**src/rtl/pixel_dispatcher.sv**
```systemverilog
// pixel_dispatcher: walks an H_RES x V_RES frame in raster order, handing row chunks to free solvers round-robin.
// Optional build macro PIXEL_DISPATCHER_SERPENTINE_EN emits odd rows right-to-left.
module pixel_dispatcher #(
    parameter int H_RES          = 640,
    parameter int V_RES          = 480,
    parameter int NUM_SOLVERS    = 4,
    parameter int ROWS_PER_CHUNK = 1,
    parameter int ADDR_W         = 19,
    parameter int X_W            = $clog2(H_RES),
    parameter int Y_W            = (V_RES > 1) ? $clog2(V_RES) : 1
) (
    input  logic                   clock,
    input  logic                   reset,
    input  logic                   start,
    input  logic                   abort,
    input  logic [NUM_SOLVERS-1:0] solver_free,
    output logic                   out_valid,
    input  logic                   out_ready,
    output logic [5:0]             solver_id,
    output logic [ADDR_W-1:0]      solver_addr,
    output logic [X_W-1:0]         pix_x,
    output logic [Y_W-1:0]         pix_y,
    output logic                   last_in_chunk,
    output logic                   last_in_frame,
    output logic                   busy,
    output logic                   frame_done
);

    localparam int RR_W = (NUM_SOLVERS > 1) ? $clog2(NUM_SOLVERS) : 1;
    localparam int CR_W = (ROWS_PER_CHUNK > 1) ? $clog2(ROWS_PER_CHUNK) : 1;
    localparam logic [X_W-1:0]  X_LAST = X_W'(H_RES - 1);
    localparam logic [Y_W-1:0]  Y_LAST = Y_W'(V_RES - 1);
    localparam logic [CR_W-1:0] C_LAST = CR_W'(ROWS_PER_CHUNK - 1);

    typedef enum logic [1:0] {
        IDLE = 2'd0,
        ARB  = 2'd1,
        EMIT = 2'd2,
        DONE = 2'd3
    } state_t;

    state_t                 state_r;
    logic [RR_W-1:0]        rr_r;
    logic [CR_W-1:0]        crow_r;

    logic [2*NUM_SOLVERS-1:0] free_rot_s;
    logic                   grant_s;
    logic [RR_W-1:0]        win_s;
    logic [RR_W-1:0]        rr_next_s;

    logic                   row_end_s;
    logic                   nrow_end_s;
    logic [X_W-1:0]         nx_s;
    logic [Y_W-1:0]         ny_s;
    logic [ADDR_W-1:0]      na_s;
    logic [CR_W-1:0]        ncrow_s;
    logic                   nlic_s;
    logic                   nlif_s;

    // Round-robin search: rotate the free mask so the pointer sits at bit 0; lowest set bit wins.
    always_comb begin
        free_rot_s = {solver_free, solver_free} >> rr_r;
        grant_s    = 1'b0;
        win_s      = '0;
        for (int i = NUM_SOLVERS - 1; i >= 0; i--) begin
            grant_s = grant_s | free_rot_s[i];
            win_s   = free_rot_s[i] ? RR_W'((int'(rr_r) + i) % NUM_SOLVERS) : win_s;
        end
        if (int'(win_s) == NUM_SOLVERS - 1) begin
            rr_next_s = '0;
        end else begin
            rr_next_s = win_s + RR_W'(1);
        end
    end

    // Next raster position and the last-flags that will apply once we move there.
    always_comb begin
`ifdef PIXEL_DISPATCHER_SERPENTINE_EN
        row_end_s = pix_y[0] ? (pix_x == '0) : (pix_x == X_LAST);
`else
        row_end_s = (pix_x == X_LAST);
`endif
        if (row_end_s) begin
            ny_s    = pix_y + Y_W'(1);
            ncrow_s = (crow_r == C_LAST) ? '0 : crow_r + CR_W'(1);
`ifdef PIXEL_DISPATCHER_SERPENTINE_EN
            // Direction flips, so the column repeats and the address jumps one full row.
            nx_s    = pix_x;
            na_s    = solver_addr + ADDR_W'(H_RES);
`else
            nx_s    = '0;
            na_s    = solver_addr + ADDR_W'(1);
`endif
        end else begin
            ny_s    = pix_y;
            ncrow_s = crow_r;
`ifdef PIXEL_DISPATCHER_SERPENTINE_EN
            if (pix_y[0]) begin
                nx_s = pix_x - X_W'(1);
                na_s = solver_addr - ADDR_W'(1);
            end else begin
                nx_s = pix_x + X_W'(1);
                na_s = solver_addr + ADDR_W'(1);
            end
`else
            nx_s    = pix_x + X_W'(1);
            na_s    = solver_addr + ADDR_W'(1);
`endif
        end
`ifdef PIXEL_DISPATCHER_SERPENTINE_EN
        nrow_end_s = ny_s[0] ? (nx_s == '0) : (nx_s == X_LAST);
`else
        nrow_end_s = (nx_s == X_LAST);
`endif
        nlic_s = nrow_end_s & ((ncrow_s == C_LAST) | (ny_s == Y_LAST));
        nlif_s = nrow_end_s & (ny_s == Y_LAST);
    end

    // Frame-walk FSM with all outputs registered.
    always_ff @(posedge clock or posedge reset) begin
        if (reset) begin
            state_r       <= IDLE;
            rr_r          <= '0;
            crow_r        <= '0;
            out_valid     <= 1'b0;
            solver_id     <= 6'd0;
            solver_addr   <= '0;
            pix_x         <= '0;
            pix_y         <= '0;
            last_in_chunk <= 1'b0;
            last_in_frame <= 1'b0;
            busy          <= 1'b0;
            frame_done    <= 1'b0;
        end else begin
            case (state_r)
                IDLE: begin
                    out_valid  <= 1'b0;
                    frame_done <= 1'b0;
                    if (start && !abort) begin
                        state_r       <= ARB;
                        busy          <= 1'b1;
                        pix_x         <= '0;
                        pix_y         <= '0;
                        solver_addr   <= '0;
                        crow_r        <= '0;
                        last_in_chunk <= 1'b0;
                        last_in_frame <= 1'b0;
                    end else begin
                        busy <= 1'b0;
                    end
                end
                ARB: begin
                    if (abort) begin
                        state_r <= IDLE;
                        busy    <= 1'b0;
                    end else if (grant_s) begin
                        state_r   <= EMIT;
                        solver_id <= 6'(win_s);
                        rr_r      <= rr_next_s;
                        out_valid <= 1'b1;
                    end else begin
                        out_valid <= 1'b0;
                    end
                end
                EMIT: begin
                    if (abort) begin
                        state_r   <= IDLE;
                        out_valid <= 1'b0;
                        busy      <= 1'b0;
                    end else if (out_ready) begin
                        if (last_in_frame) begin
                            state_r    <= DONE;
                            out_valid  <= 1'b0;
                            frame_done <= 1'b1;
                        end else begin
                            pix_x         <= nx_s;
                            pix_y         <= ny_s;
                            solver_addr   <= na_s;
                            crow_r        <= ncrow_s;
                            last_in_chunk <= nlic_s;
                            last_in_frame <= nlif_s;
                            if (last_in_chunk) begin
                                state_r   <= ARB;
                                out_valid <= 1'b0;
                            end else begin
                                out_valid <= 1'b1;
                            end
                        end
                    end else begin
                        out_valid <= 1'b1;
                    end
                end
                DONE: begin
                    state_r    <= IDLE;
                    frame_done <= 1'b0;
                    busy       <= 1'b0;
                end
                default: begin
                    state_r   <= IDLE;
                    out_valid <= 1'b0;
                    busy      <= 1'b0;
                end
            endcase
        end
    end

endmodule

```
**config.mk**
```make
export PLATFORM = sky130hd
export DESIGN_NAME = pixel_dispatcher
export DESIGN_NICKNAME = d
export VERILOG_FILES = /design/src/rtl/pixel_dispatcher.sv
export SDC_FILE = /design/constraint.sdc
export NUM_CORES = 1
export LEC_CHECK = 0
export CAP_MARGIN = 10
export CORE_MARGIN = 1.5
export CORE_UTILIZATION = 40
export DETAILED_ROUTE_END_ITERATION = 8
export PLACE_DENSITY_LB_ADDON = 0.25
export SLEW_MARGIN = 20
export SYNTH_ARGS = -nofsm -noshare
export SYNTH_HDL_FRONTEND = slang
export SYNTH_SLANG_ARGS = --single-unit
export TNS_END_PERCENT = 100
```
**constraint.sdc**
```tcl
create_clock -name clock -period 3.1 [get_ports clock]
set_input_delay 0.62 -clock clock [delete_from_list [all_inputs] [get_ports clock]]
set_output_delay 0.62 -clock clock [all_outputs]
set_load 0.03 [all_outputs]
```
Yosys cells after proc, flatten, opt, wreduce, memory -nomap -nowiden
Index checks and enable logic that the tools add are counted.
{ "totals": {"register_bits": 50, "out_inout_bits": 49, "wordCells": 119, "input_bits": 9} }
{ "classes": {"bitwise_logic": 8, "n_eq_ne": 17, "add_sub_neg": 8, "n_mux": 59, "shift": 1, "reduce_logical": 14} }
{ "op_table": {"columns": ["operator", "n"], "rows": [
  ["2-to-1 mux 19 bit", 4],
  ["2-to-1 mux 10 bit", 5],
  ["2-to-1 mux 9 bit", 5],
  ["one-hot mux 19 bit (2 select lines)", 1],
  ["2-to-1 mux 2 bit", 12],
  ["2-to-1 mux 1 bit", 23],
  ["== test 10 bit, second input constant", 2],
  ["one-hot mux 10 bit (2 select lines)", 1],
  ["adder 19 x 1 -> 19 bit, second input constant", 1],
  ["one-hot mux 9 bit (2 select lines)", 1],
  ["!= test 2 bit, second input constant", 6],
  ["AND reduction 4 bit", 3],
  ["adder 10 x 1 -> 10 bit, second input constant", 1],
  ["adder 9 x 1 -> 9 bit, second input constant", 1],
  ["== test 9 bit, second input constant", 1],
  ["one-hot mux 1 bit (2 select lines)", 4],
  ["one-hot mux 2 bit (4 select lines)", 1],
  [">> shifter 8 x 2 -> 4 bit", 1],
  ["!= test 3 bit, second input constant", 2],
  ["one-hot mux 1 bit (3 select lines)", 2],
  ["AND reduction 5 bit", 1],
  ["adder 2 x 1 -> 2 bit, second input constant", 2],
  ["adder 2 bit, second input constant", 2],
  ["== test 2 x 1 -> 1 bit, second input constant", 2],
  ["other kinds (15)", 23]
]} }

Depth between registers and ports, before layout
Gate-level depths: netlist of the first run.
{ "logic_depth": {"depth_word": 10, "mapped_depth": 10, "depth_no_buf": 8} }

Least setup slack after synthesis of the first run
No wires, ideal clock.
{ "synth_timing": {"kind": "flip-flop to flip-flop", "startpoint": "register pix_x[0]", "endpoint": "register last_in_frame", "setup_ps": 95, "setup_slack_ps": 322, "synth_period_minus_slack_ps": 2778, "n_path_buf": 1, "path_stages_with_launch": 9, "required_time_ps": 3005, "t_arrival_ps": 2683, "cell_sequence": "dfrtp_1 -> ha_1 -> nand3_2 -> or3_1 -> buf_2 -> or3_1 -> a2111oi_2 -> nand4_1 -> o32ai_2"} }
{ "synth_between": {"elab_chain_cells": 8, "word_cells_on_any_way": 11, "cone_classes": "1 x add/sub; 3 x eq/ne; 6 x mux; 1 x bitwise"} }
{ "synth_rtl": {"columns": ["item", "line", "rtl"], "rows": [
  ["from (decl)", "21", "output logic [X_W-1:0] pix_x,"],
  ["from (signal assigned)", "176", "pix_x <= nx_s;"],
  ["adder 10 x 1 -> 10 bit / == test 10 bit (equally long branches)", "106, 81", null],
  ["2-to-1 mux 10 bit / 2-to-1 mux 9 bit (equally long branches)", "83", "if (row_end_s) begin"],
  ["== test 10 bit / == test 9 bit (equally long branches)", "113, 116", null],
  ["AND 1 bit (*)", "116", "nlif_s = nrow_end_s & (ny_s == Y_LAST);"],
  ["2-to-1 mux 1 bit (*)", "171", "if (last_in_frame) begin"],
  ["2-to-1 mux 1 bit (*)", "170", "end else if (out_ready) begin"],
  ["2-to-1 mux 1 bit (*)", "166", "if (abort) begin"],
  ["one-hot mux 1 bit (2 select lines) (*)", "135", "case (state_r)"],
  ["to (signal assigned)", "181", "last_in_frame <= nlif_s;"],
  ["to (decl)", "24", "output logic last_in_frame,"]
]} }
Every way passes the cells marked *; elsewhere a longest branch is shown, timed or not. The select of a mux whose other input is x is not followed.
A chain may end at the register's enable or synchronous reset.

Final worst setup path of the first run
Ends and elaborated chain as after synthesis.

==> impl_metrics.ini, run 1 <==
[power]
report.power.total_mw = 1.99
p_leak_nw = 1.53
peakVddDrop_v = 0.000256
power.density_cell_area_mw_per_mm2 = 533

[setup_path]
cpPeakStageDelay_ns = 0.54
timing.critical_path.arrival_ns = 3.02
required_ns = 3.31
critical_path.startpoint_type = flop
most_frequent_cp_cell = sky130_fd_sc_hd__or3_1
end_kind = flop
class_of_the_most_critical_setup_path = reg -> reg
worstPathCellList = ha_1, nand3_2, or3_1, or3_1, a2111oi_2, nand4_1, o32ai_2
master_of_the_slowest_instance_on_the_critical_path = sky130_fd_sc_hd__or3_1
crit_fanout = 9

[placed_design]
place_hpwl_mm = 4.73
gp_congestion = 0.884
port_buffer_count = 53
place.detailed.instances = 494
place_worst_setup_slack_ns = 0.307

[floorplan]
initial_core_util_pct = 41.2
die-area_mm2 = 0.00796
design.portCount = 58
fp.dieW_um = 89.2
chipHeight_um = 89.2
core-area_mm2 = 0.00721
core.rowCount = 31

[drt]
drt-wirelength-per-cell_um = 13.4
vias = 2604
drt-total-wl_mm = 6.72
first_pass_iters = 4
antenna_left = 0
detail_route.iter0.violations = 132
drcViolationCount = 0
via_density = 5.19

[synth]
yosys_warnings = 0
synthFlopType = sky130_fd_sc_hd__dfrtp_1
synth_cells = 353
most_common_cell_in_the_synthesized_netlist = sky130_fd_sc_hd__nand2_1
synthTopCellsByArea = sky130_fd_sc_hd__dfrtp_1 (42%), sky130_fd_sc_hd__nand2_1 (6.6%), sky130_fd_sc_hd__nor2_1 (4.2%), sky130_fd_sc_hd__xor2_1 (3.8%), sky130_fd_sc_hd__o21ai_0 (3.7%)
dominant_combinational_cell_family_by_area_after_synthesis = simple AND/OR/NAND/NOR gates
synth_enable_flop_cells = 0
synth.cell_area_mm2 = 0.00298
yosysTopAreaCellShare_pct = 42.1
synth-xor-area-share_pct = 6.77
synth_compound_area_share_pct = 14.6
synth_mux_area_share_pct = 1.68
postSynthRegisterBits = 50
syn-mean-instance-area_um2 = 8.43
synth_fa_ha_area_share_pct = 2.94
synth-seq-area-share_pct = 42.1
synth_commonest_cells = sky130_fd_sc_hd__nand2_1 (52), sky130_fd_sc_hd__dfrtp_1 (50), sky130_fd_sc_hd__nor2_1 (33)
ys_async_sr_fraction_pct = 100
post_synth_num_cell_types = 49
synth.largest_area_cell = sky130_fd_sc_hd__dfrtp_1
synth_simple_gate_area_share_pct = 26.3

[timing]
hold_violations = 0
timing.setup.tns_ns = 0
share_of_the_cycle_needed_by_the_critical_path_after_routing_pct = 90.6
clock.fmax_mhz = 356
timing.final.setup_violations = 0
relative_max_transition_margin_pct = 56.5
fin_worst_skew_ns = 0.00764
slew_viol_final = 0
timing_worst_slew_pin_value_ns = 0.652
timing.final.ws_setup_ns = 0.290
final.min_clock_period_ns = 2.81
rsz_0062_raised_after_global_routing = no

[min_path]
hp-class = reg -> reg

[final_layout]
final_util_pct = 51.7
post_synthesis_to_final_layout_area_growth_pct = 25.4
fin_nets = 418
final_layout_size_suffix_gt1_share_pct = 5.46
stdcell_count = 502
diodes = 0
filler_cell_count = 716

[clock_network]
cts_root_buffer = sky130_fd_sc_hd__clkbuf_8
cts_hold_buf = 0
cts_inserted_buffers = 5
cts_resized = 0
clk-insertion-delay-late_ns = 0.30
clk_transition_reported_paths_ns = 0.09
cts_tree = built
clk_path_buf_depth = 2
htree_num_levels = 2
clock_sinks = 50
count_of_buffers_added_by_post_cts_timing_repair_for_setup = 0

[outcome]
status = completed

[global_routing]
global_route_wire_length_before_repair_mm = 11.0
overflow_left_after_global_routing = 0
antenna_found_initial = 0
largest_net_degree_at_the_start_of_global_routing = 51
grt.total_usage_pct = 17.3
first_global_vias = 2390

[flow_run]
drv.max_cap_violation_count = 0
routing by layer:
metal | vias to the layer above | track usage, % | share of wire [%]
li1 | 1316 | - | -
met1 | 1231 | 24.0 | 49
met3 | 4 | 2.68 | 4.2
met4 | 0 | 4.34 | 0.67
met5 | - | 0 | 0
met2 | 53 | 28.5 | 46
sequential cells by signal, summed over array words and instances (netlist names):
| register | cells |
|---|---|
| busy | 1 |
| crow_r | 1 |
| frame_done | 1 |
| last_in_chunk | 1 |
| last_in_frame | 1 |
| out_valid | 1 |
| pix_x | 10 |
| pix_y | 9 |
| rr_r | 2 |
| solver_addr | 19 |
| solver_id | 2 |
| state_r | 2 |
metrics by stage:
step / area (µm²) / hold slack (ns)
detailed placement: 3590 / 0.475
finish: 3730 / 0.495
floorplan: 2990 / 0.468
global route: 3730 / 0.526
global placement: 3590 / 0.476
CTS: 3730 / 0.498
worst paths after layout:
| kind | cells past startpoint | slack, ns | endpoint | startpoint |
|---|---|---|---|---|
| worst max register to register | 7 | 0.29 | last_in_frame$_DFFE_PP0P_ | pix_x[0]$_DFFE_PP0P_ |
| worst min register to register | 2 | 0.50 | solver_id[1]$_DFFE_PP0P_ | solver_id[1]$_DFFE_PP0P_ |
| min in group asynchronous | 3 | 0.81 | busy$_DFFE_PP0P_ | reset |
| worst min-delay path | 2 | 0.50 | solver_id[1]$_DFFE_PP0P_ | solver_id[1]$_DFFE_PP0P_ |
| worst max-delay path | 7 | 0.29 | last_in_frame$_DFFE_PP0P_ | pix_x[0]$_DFFE_PP0P_ |
| max in group asynchronous | 3 | 1.86 | pix_y[7]$_DFFE_PP0P_ | reset |
cell type report:
| type | instances | area [µm²] | share of cell area [%] |
|---|---|---|---|
| Clock buffer | 5 | 68.8 | 1.85 |
| Clock inverter | 3 | 68.8 | 1.85 |
| Inverter | 18 | 67.6 | 1.81 |
| Multi-Input combinational cell | 268 | 1570 | 42.2 |
| Sequential cell | 50 | 1250 | 33.5 |
| Tap cell | 99 | 124 | 3.32 |
| Timing Repair Buffer | 59 | 576 | 15.4 |
logic make-up (layout without fill, tap and decap cells):
| group | Yosys count | in the layout |
|---|---|---|
| AND/OR/NAND/NOR | 161 | 161 |
| AO/OA/AOI/OAI | 68 | 68 |
| flip-flops | 50 | 50 |
| buffers and inverters | 38 | 85 |
| XOR/XNOR | 23 | 23 |
| adder cells (fa/ha/maj) | 7 | 7 |
| multiplexers | 5 | 5 |
| other | 1 | 4 |
cell usage in the layout (no fill, tap or decap), types with 3 or more instances in the layout:
master                             n
sky130_fd_sc_hd__clkbuf_8          5
sky130_fd_sc_hd__a22o_1            4
sky130_fd_sc_hd__nor2b_1           5
sky130_fd_sc_hd__nand4_1          10
sky130_fd_sc_hd__dfrtp_1          50
sky130_fd_sc_hd__a21oi_1          16
sky130_fd_sc_hd__mux2i_1           5
sky130_fd_sc_hd__buf_4             6
sky130_fd_sc_hd__nand2b_1          5
sky130_fd_sc_hd__nand3_1          21
sky130_fd_sc_hd__ha_1              7
sky130_fd_sc_hd__and3_1            5
sky130_fd_sc_hd__nor3_1            8
sky130_fd_sc_hd__conb_1            4
sky130_fd_sc_hd__nand2_1          52
sky130_fd_sc_hd__xnor2_1          10
sky130_fd_sc_hd__nor2_1           33
sky130_fd_sc_hd__or3_1             3
sky130_fd_sc_hd__o21ai_0          22
sky130_fd_sc_hd__xor2_1           13
sky130_fd_sc_hd__o22ai_1           7
sky130_fd_sc_hd__o31ai_1           8
sky130_fd_sc_hd__clkdlybuf4s50_1  53
sky130_fd_sc_hd__inv_1            17
power by group:
part           total [mW]  internal, mW  switching (mW)
Clock               0.547         0.323           0.224
Sequential          0.779         0.718          0.0614
Combinational       0.662         0.238           0.424
Total                1.99          1.28           0.709
critical path, delay by kind of cell (launching register included):
family	cells	cell delay [ns]
AND/OR/NAND/NOR	4	1.27
AO/OA/AOI/OAI	2	0.66
adder cells (fa/ha/maj)	1	0.33
flip-flops	1	0.47
Power figures use the tool's default switching activity.
==> inputs of run 2 (changes only) <==
GPL_TIMING_DRIVEN = 0   (was not set)
==> run 2 against run 1 <==
Net effect: routed wire length rose by 6.6%; highest routed layer unchanged; critical path depth up 1; critical endpoint unchanged; hold slack improved by 0.010 ns; register-to-register slack worse by 0.09 ns; clock power shrank 25%; core utilization is 0.54 points higher; flip-flop and latch count is the same.
==> impl_metrics.ini, run 2 (synthesis gave the netlist of run 1 again) <==
[timing]
relative_max_transition_margin_pct = 55.9
share_of_the_cycle_needed_by_the_critical_path_after_routing_pct = 93.7
timing.final.setup_violations = 0
timing.setup.tns_ns = 0
hold_violations = 0
final.min_clock_period_ns = 2.90
fin_worst_hold_slack_ns = 0.505
rsz_0062_raised_after_global_routing = no
clock.fmax_mhz = 344
timing_worst_slew_pin_value_ns = 0.658
fin_worst_skew_ns = 0.00754
timing.final.ws_setup_ns = 0.195
slew_viol_final = 0

[final_layout]
multi_input_comb_area_mm2 = 0.00158
regMostFlops = solver_addr
diodes = 0
area.sequential_mm2 = 0.00125
largest_registers = solver_addr: 19 flops, pix_x: 10 flops, pix_y: 9 flops
final_common_cell = sky130_fd_sc_hd__clkdlybuf4s50_1
fin_nets = 433
final_cell_area_mm2 = 0.00377
most_used_cells_in_the_layout_excluding_fill_and_tap_cells = sky130_fd_sc_hd__clkdlybuf4s50_1 (53), sky130_fd_sc_hd__nand2_1 (52), sky130_fd_sc_hd__dfrtp_1 (50)
largest_register_ffs = 19
final_layout_size_suffix_gt1_share_pct = 6.46
filler_cell_count = 719
post_synthesis_to_final_layout_area_growth_pct = 26.7
final_util_pct = 52.2

[floorplan]
initial_core_util_pct = 41.2
design.portCount = 58
die-area_mm2 = 0.00796
fp.dieW_um = 89.2
core.rowCount = 31
chipHeight_um = 89.2
core-area_mm2 = 0.00721

[global_routing]
antenna_found_initial = 0
first_global_vias = 2452
global_route_wire_length_before_repair_mm = 11.6
grt.total_usage_pct = 18.7
largest_net_degree_at_the_start_of_global_routing = 34
overflow_left_after_global_routing = 0

[power]
peakVddDrop_v = 0.000218
p_leak_nw = 1.55
power.density_cell_area_mw_per_mm2 = 498

[outcome]
status = completed

[drt]
drt-total-wl_mm = 7.16
drcViolationCount = 0
drt-wirelength-per-cell_um = 13.8
first_pass_iters = 5
antenna_left = 0
via_density = 5.21
vias = 2694
detail_route.iter0.violations = 129

[setup_path]
master_of_the_slowest_instance_on_the_critical_path = sky130_fd_sc_hd__dfrtp_1
timing.critical_path.arrival_ns = 3.13
critical_path.startpoint_type = flop
cpPeakStageDelay_ns = 0.49
most_frequent_cp_cell = sky130_fd_sc_hd__or3_1
class_of_the_most_critical_setup_path = reg -> reg
end_kind = flop
required_ns = 3.33
timing.rr.start = pix_x[0]$_DFFE_PP0P_
crit_fanout = 9
launch_point_of_the_worst_path = pix_x[0]$_DFFE_PP0P_
worstPathCellList = ha_1, nand3_2, or3_1, buf_2, or3_1, a2111oi_2, nand4_1, o32ai_2

[clock_network]
clock_sinks = 50
cts_hold_buf = 0
clk-insertion-delay-late_ns = 0.31
htree_num_levels = 2
cts_inserted_buffers = 5
cts_root_buffer = sky130_fd_sc_hd__clkbuf_8
clk_path_buf_depth = 2
cts_tree = built
count_of_buffers_added_by_post_cts_timing_repair_for_setup = 0
clk_transition_reported_paths_ns = 0.10

[placed_design]
place_worst_setup_slack_ns = 0.0322
port_buffer_count = 53
gp_congestion = 0.824
place_hpwl_mm = 5.16
placed_cell_area_mm2 = 0.00366

[flow_run]
drv.max_cap_violation_count = 0

[min_path]
timing.hold.worst.start = solver_id[1]$_DFFE_PP0P_
hp-class = reg -> reg
[run 2: changes by cell type in the layout (fill, tap and decap cells not counted), sizes merged]
cell    change
inv         +2
bufinv      -2
clkbuf     +10
buf         +5
[run 2: timing repair]
item,in CTS,in global routing
endpoints found under the hold margin,0,0
setup endpoints to repair,0,4
gates resized for setup,0,1
[run 2: layout make-up]
cell class                 count  share of cell area, %
timing repair buffer          54                   14.6
clock buffer                   5                   1.83
multi-input combinational    268                   41.9
buffer                        20                   2.62
inverter                      18                   1.79
tap                           99                   3.29
sequential                    50                   33.2
clock inverter                 3                  0.764
[run 2: critical path: cells and delay by family, from the launching register on]
kind	cells	cell delay [ns]
AND/OR/NAND/NOR	4	1.13
AO/OA/AOI/OAI	2	0.69
flip-flops	1	0.49
adder cells (fa/ha/maj)	1	0.34
buffers and inverters	1	0.18
[run 2: power breakdown]
part	total (mW)	switching, mW	leakage (nW)	internal (mW)
combinational	0.683	0.449	0.814	0.234
sequential	0.783	0.0654	0.688	0.718
clock	0.411	0.242	0.0506	0.169
[run 2: layer usage]
metal,GRT usage (%),up-vias,routed length (µm)
met5,0,-,0
met4,4.62,0,74
met3,3.79,6,223
met2,30.6,59,3380
met1,25.7,1283,3480
li1,-,1346,-
[run 2: final timing paths]
kind	slack, ns	endpoint	depth (start not counted)
max	0.20	last_in_frame$_DFFE_PP0P_	8
max in group asynchronous	1.97	pix_x[7]$_DFFE_PP0P_	3
min in group asynchronous	0.61	solver_addr[17]$_DFFE_PP0P_	2
max reg2reg	0.20	last_in_frame$_DFFE_PP0P_	8
min reg2reg	0.51	solver_id[1]$_DFFE_PP0P_	2
min	0.51	solver_id[1]$_DFFE_PP0P_	2
[run 2: through the flow]
stage          std cells  total power, mW
6_report             517             1.88
4_1_cts              517             1.90
3_3_place_gp         508             1.45
2_1_floorplan        356             1.24
3_5_place_dp         509             1.47
5_1_grt              517             2.01
==> inputs of run 3 (changes only) <==
CORE_UTILIZATION = 56   (was 40)
clock period = 3.71 ns   (was 3.1 ns; I/O delays follow)
==> run 3 against run 2 <==
Net effect: critical path depth stayed put; maximum frequency shrank 0.12%; critical endpoint unchanged; clock-buffer cell count rose by 1; largest cell class unchanged; highest routed layer unchanged; critical path type unchanged.
==> impl_metrics.ini, run 3 (synthesis gave the netlist of run 1 again) <==
[clock_network]
cts_inserted_buffers = 5
clk-insertion-delay-late_ns = 0.32
htree_num_levels = 2
count_of_buffers_added_by_post_cts_timing_repair_for_setup = 0
clk_transition_reported_paths_ns = 0.09
clk_path_buf_depth = 2
cts_root_buffer = sky130_fd_sc_hd__clkbuf_8
clock_sinks = 50
cts_tree = built
cts_resized = 0
cts_hold_buf = 0

[floorplan]
core.rowCount = 26
fp.dieW_um = 75.9
core-area_mm2 = 0.00511
die-area_mm2 = 0.00576
chipHeight_um = 75.9
design.portCount = 58
initial_core_util_pct = 58.3

[timing]
share_of_the_cycle_needed_by_the_critical_path_after_routing_pct = 78.4
slew_viol_final = 0
rsz_0062_raised_after_global_routing = no
timing.final.ws_setup_ns = 0.802
timing_worst_slew_pin_value_ns = 0.834
timing.setup.tns_ns = 0
timing.final.setup_violations = 0
final.min_clock_period_ns = 2.91
hold_violations = 0
fin_worst_skew_ns = 0.00853
clock.fmax_mhz = 344
relative_max_transition_margin_pct = 44.1

[global_routing]
top_usage_layer = met2
grtUsageMet2_pct = 43.5
antenna_found_initial = 0
largest_net_degree_at_the_start_of_global_routing = 32
grt.total_usage_pct = 25.7
global_route_wire_length_before_repair_mm = 11.2
met3_usage_pct = 3.44
overflow_left_after_global_routing = 0
first_global_vias = 2453
global_route.usage.met1_pct = 32.8

[power]
p_leak_nw = 1.55
power.density_cell_area_mw_per_mm2 = 415
peakVddDrop_v = 0.000268

[final_layout]
fin_nets = 433
most_used_cells_in_the_layout_excluding_fill_and_tap_cells = sky130_fd_sc_hd__clkdlybuf4s50_1 (53), sky130_fd_sc_hd__nand2_1 (52), sky130_fd_sc_hd__dfrtp_1 (50)
final_common_cell = sky130_fd_sc_hd__clkdlybuf4s50_1
filler_cell_count = 410
diodes = 0
post_synthesis_to_final_layout_area_growth_pct = 25.1
final_layout_size_suffix_gt1_share_pct = 5.98
regMostFlops = solver_addr
stdcell_count = 488
largest_registers = solver_addr: 19 flops, pix_x: 10 flops, pix_y: 9 flops
largest_register_ffs = 19

[outcome]
status = completed

[placed_design]
place.detailed.instances = 480
place_worst_setup_slack_ns = 0.569
place_hpwl_mm = 5.15
gp_congestion = 0.892
port_buffer_count = 53

[drt]
detail_route.iter0.violations = 105
drt-total-wl_mm = 7.02
drcViolationCount = 0
vias = 2782
antenna_left = 0
first_pass_iters = 4
via_density = 5.70
drt-wirelength-per-cell_um = 14.4

[setup_path]
required_ns = 3.94
class_of_the_most_critical_setup_path = reg -> reg
regToRegSetupSlack_ns = 0.80
crit_fanout = 9
timing.critical_path.arrival_ns = 3.14
timing.rr.start = pix_x[0]$_DFFE_PP0P_
launch_point_of_the_worst_path = pix_x[0]$_DFFE_PP0P_
critical_path.startpoint_type = flop
end_kind = flop

[min_path]
timing.hold.worst.start = solver_id[1]$_DFFE_PP0P_
hp-class = reg -> reg

[flow_run]
drv.max_cap_violation_count = 0
[run 3: metal layers]
| metal | wire [µm] | part of all wire [%] | up-vias |
|---|---|---|---|
| li1 | - | - | 1351 |
| met1 | 3090 | 44 | 1320 |
| met2 | 3420 | 49 | 99 |
| met3 | 381 | 5.4 | 12 |
| met4 | 132 | 1.9 | 0 |
| met5 | 0 | 0 | - |
[run 3: metrics by stage]
step / hold slack, ns / power [mW] / utilization [%] / instance area, µm²
after floorplan: 0.468 / 1.04 / - / 2990
after global placement: 0.464 / 1.20 / 70.6 / 3600
after detailed placement: 0.499 / 1.23 / 71.1 / 3630
after CTS: 0.522 / 1.54 / 72.8 / 3720
after global routing: 0.542 / 1.64 / 72.9 / 3720
final: 0.508 / 1.55 / 72.9 / 3720
[run 3: area by class of cell]
| cell class | count | area [µm²] | area share, % |
|---|---|---|---|
| clock inverters | 2 | 13.8 | 0.370 |
| well taps | 70 | 87.6 | 2.35 |
| inverters | 18 | 67.6 | 1.81 |
| flip-flops and latches | 50 | 1250 | 33.6 |
| clock buffers | 6 | 72.6 | 1.95 |
| multi-input cells | 268 | 1570 | 42.3 |
| plain buffers | 20 | 98.8 | 2.65 |
| repair buffers | 54 | 558 | 15.0 |
[run 3: critical path, stage by stage (launching register included)]
cell,delay [ns]
sky130_fd_sc_hd__dfrtp_1,0.47
sky130_fd_sc_hd__ha_1,0.33
sky130_fd_sc_hd__nand3_2,0.17
sky130_fd_sc_hd__or3_1,0.38
sky130_fd_sc_hd__buf_2,0.18
sky130_fd_sc_hd__or3_1,0.37
sky130_fd_sc_hd__a2111oi_2,0.43
sky130_fd_sc_hd__nand4_1,0.21
sky130_fd_sc_hd__o32ai_2,0.27
[run 3: final timing paths]
kind | cells past startpoint | to
max reg2reg | 8 | last_in_frame$_DFFE_PP0P_
min in group asynchronous | 2 | solver_addr[9]$_DFFE_PP0P_
max in group asynchronous | 3 | pix_x[5]$_DFFE_PP0P_
min | 2 | solver_id[1]$_DFFE_PP0P_
min reg2reg | 2 | solver_id[1]$_DFFE_PP0P_
max | 8 | last_in_frame$_DFFE_PP0P_
[run 3: power by group]
part / switching (mW) / total [mW] / leakage (nW) / internal (mW)
registers: 0.0531 / 0.653 / 0.688 / 0.600
logic: 0.374 / 0.570 / 0.816 / 0.196
clock network: 0.190 / 0.324 / 0.0452 / 0.133
==> variant: new RTL, config.mk and constraints of run 3 <==
Reset style: synchronous (`reset`), changed in one clocked block.
--- a/src/rtl/pixel_dispatcher.sv
+++ b/src/rtl/pixel_dispatcher.sv
@@ -117,7 +117,7 @@
     end
 
     // Frame-walk FSM with all outputs registered.
-    always_ff @(posedge clock or posedge reset) begin
+    always_ff @(posedge clock) begin
         if (reset) begin
             state_r       <= IDLE;
             rr_r          <= '0;
Formal check against the unedited RTL: differs if reset is asserted again (counterexample within 4 cycles, from zero or initial values and one cycle with reset high); with reset held inactive, the same outputs for 4 cycles.
==> variant against run 3 <==
Design area shrank 6.0%. First-iteration DRC count is 43% higher. Wire length decreased by 2.4%. Worst setup slack gained 0.084 ns. Sequential cell count unchanged. Synthesized cell count decreased by 1.1%. Critical path depth decreased by 2. Area after synthesis is 6.1% lower. Register-to-register slack better by 0.13 ns. Critical path type is now input pin to flip-flop.
Power is not compared: it rests on default switching activity, and its combinational part moved more than twofold at a synthesized area within 25%.
==> variant: results (changes against run 3) <==
status:
  status: "finished clean"
drt:
  drt_pass1_iterations: 5  # +1
  totalWireLength_um: 6850  # -2.4%
min_path:
  holdPathEnd: "solver_id[1]"
yosys:
  synth_top_cells_by_count: "51 x nor2_1, 50 x dfxtp_1, 28 x nand2_1"
  ys_top_cells_by_area: "dfxtp_1 36%, nor2_1 6.9%, xor2_1 6.6%"
  syn_avg_cell_area_sq_um: 8.00  # -5.1%
  synthFlopType: "dfxtp_1"
  yosysSeqAreaShare: 0.358  # -0.0621
cells_and_area:
  finalNonFillerCells: 479  # -1.8%
  nNetsFinal: 427  # -1.4%
  drive_gt1_frac: 0.0704  # +0.0106
sta:
  finalHoldWorstSlack_ns: 0.482  # -0.0266 ns
  worst_pin_slew_ns: 1.02  # +0.188 ns
  clock_skew_ns: 0.0128  # +0.00429 ns
global_route:
  use_met1: 0.322  # -0.00544
  track_usage: 0.263  # +0.00579
  gr-usage-met3: 0.0562  # +0.0218
  gr-usage-met2: 0.447  # +0.0127
  grt_max_degree: 18  # -44%
  grt_pass1_wl_um: 11100  # -0.50%
critical_path:
  slowest_delay_ns: 0.67  # +0.20 ns
  cp_slowest_cell: "a211oi_2"
  rrSetupSlack_ns: 0.93  # +0.13 ns
  r2r-start: "state_r[0]"
  arrival_ns: 3.07  # -0.07 ns
placement:
  place_congestion: 0.904  # +1.4%
  post-place-ws_ns: 0.634  # +0.0649 ns
  dp_cells: 471  # -1.9%
  dpl.hpwl_um: 5070  # -1.5%
  io_buffer_count: 52  # -1.9%
variant: cell count changes after synthesis, sizes merged, moves of 5 or more:
| cell | delta |
|---|---|
| nand2 | -23 |
| o22ai | -5 |
| dfrtp | -50 |
| a21oi | +10 |
| nor4 | +8 |
| xor2 | +8 |
| dfxtp | +50 |
| nor2 | +18 |
| o21ai | -14 |
| o31ai | -6 |
| inv | -7 |
| xnor2 | -5 |
variant: per-layer routing:
layer / vias up / wire length [um]
met5: - / 0
met4: 0 / 85
met3: 8 / 440
met2: 111 / 3330
met1: 1267 / 3000
li1: 1357 / -
variant: cells by family (layout without fill, tap and decap cells):
logic type / Yosys count / after routing / synth area share
muxes: 4 / 4 / 0.0143
other: 1 / 4 / 0.00134
and+or+nand+nor: 161 / 161 / 0.293
buffers and inverters: 34 / 94 / 0.0587
DFF: 50 / 50 / 0.358
xor gates and xnor gates: 26 / 26 / 0.0815
adders and majority gates: 7 / 7 / 0.0314
AOI/OAI and AO/OA: 66 / 66 / 0.161
variant: worst max-delay path by stage:
stage	end	cells after the start	startpoint	slack [ns]
floorplan	last_in_frame	7	pix_x[0]	1.08
global placement	pix_y[3]	6	out_ready	0.62
detailed placement	pix_y[3]	6	start	0.63
CTS	pix_y[3]	6	start	0.96
global route	pix_y[3]	8	state_r[0]	0.76
finish	pix_y[3]	6	start	0.89
variant: cell type report:
type                    count  area [sq um]
multi-input cells         268          1640
fillers                   423          1250
flip-flops and latches     50          1000
repair buffers             52           520
plain buffers              23           123
well taps                  67          83.8
clock buffers               5          68.8
inverters                  11          41.3
clock inverters             3          23.8
variant: report_power, final:
group	internal, mW	total, mW	leakage, nW	switching (mW)
clock	0.135	0.331	0.0408	0.196
sequential	0.542	0.546	0.403	0.00421
combinational	0.0401	0.115	0.766	0.0746
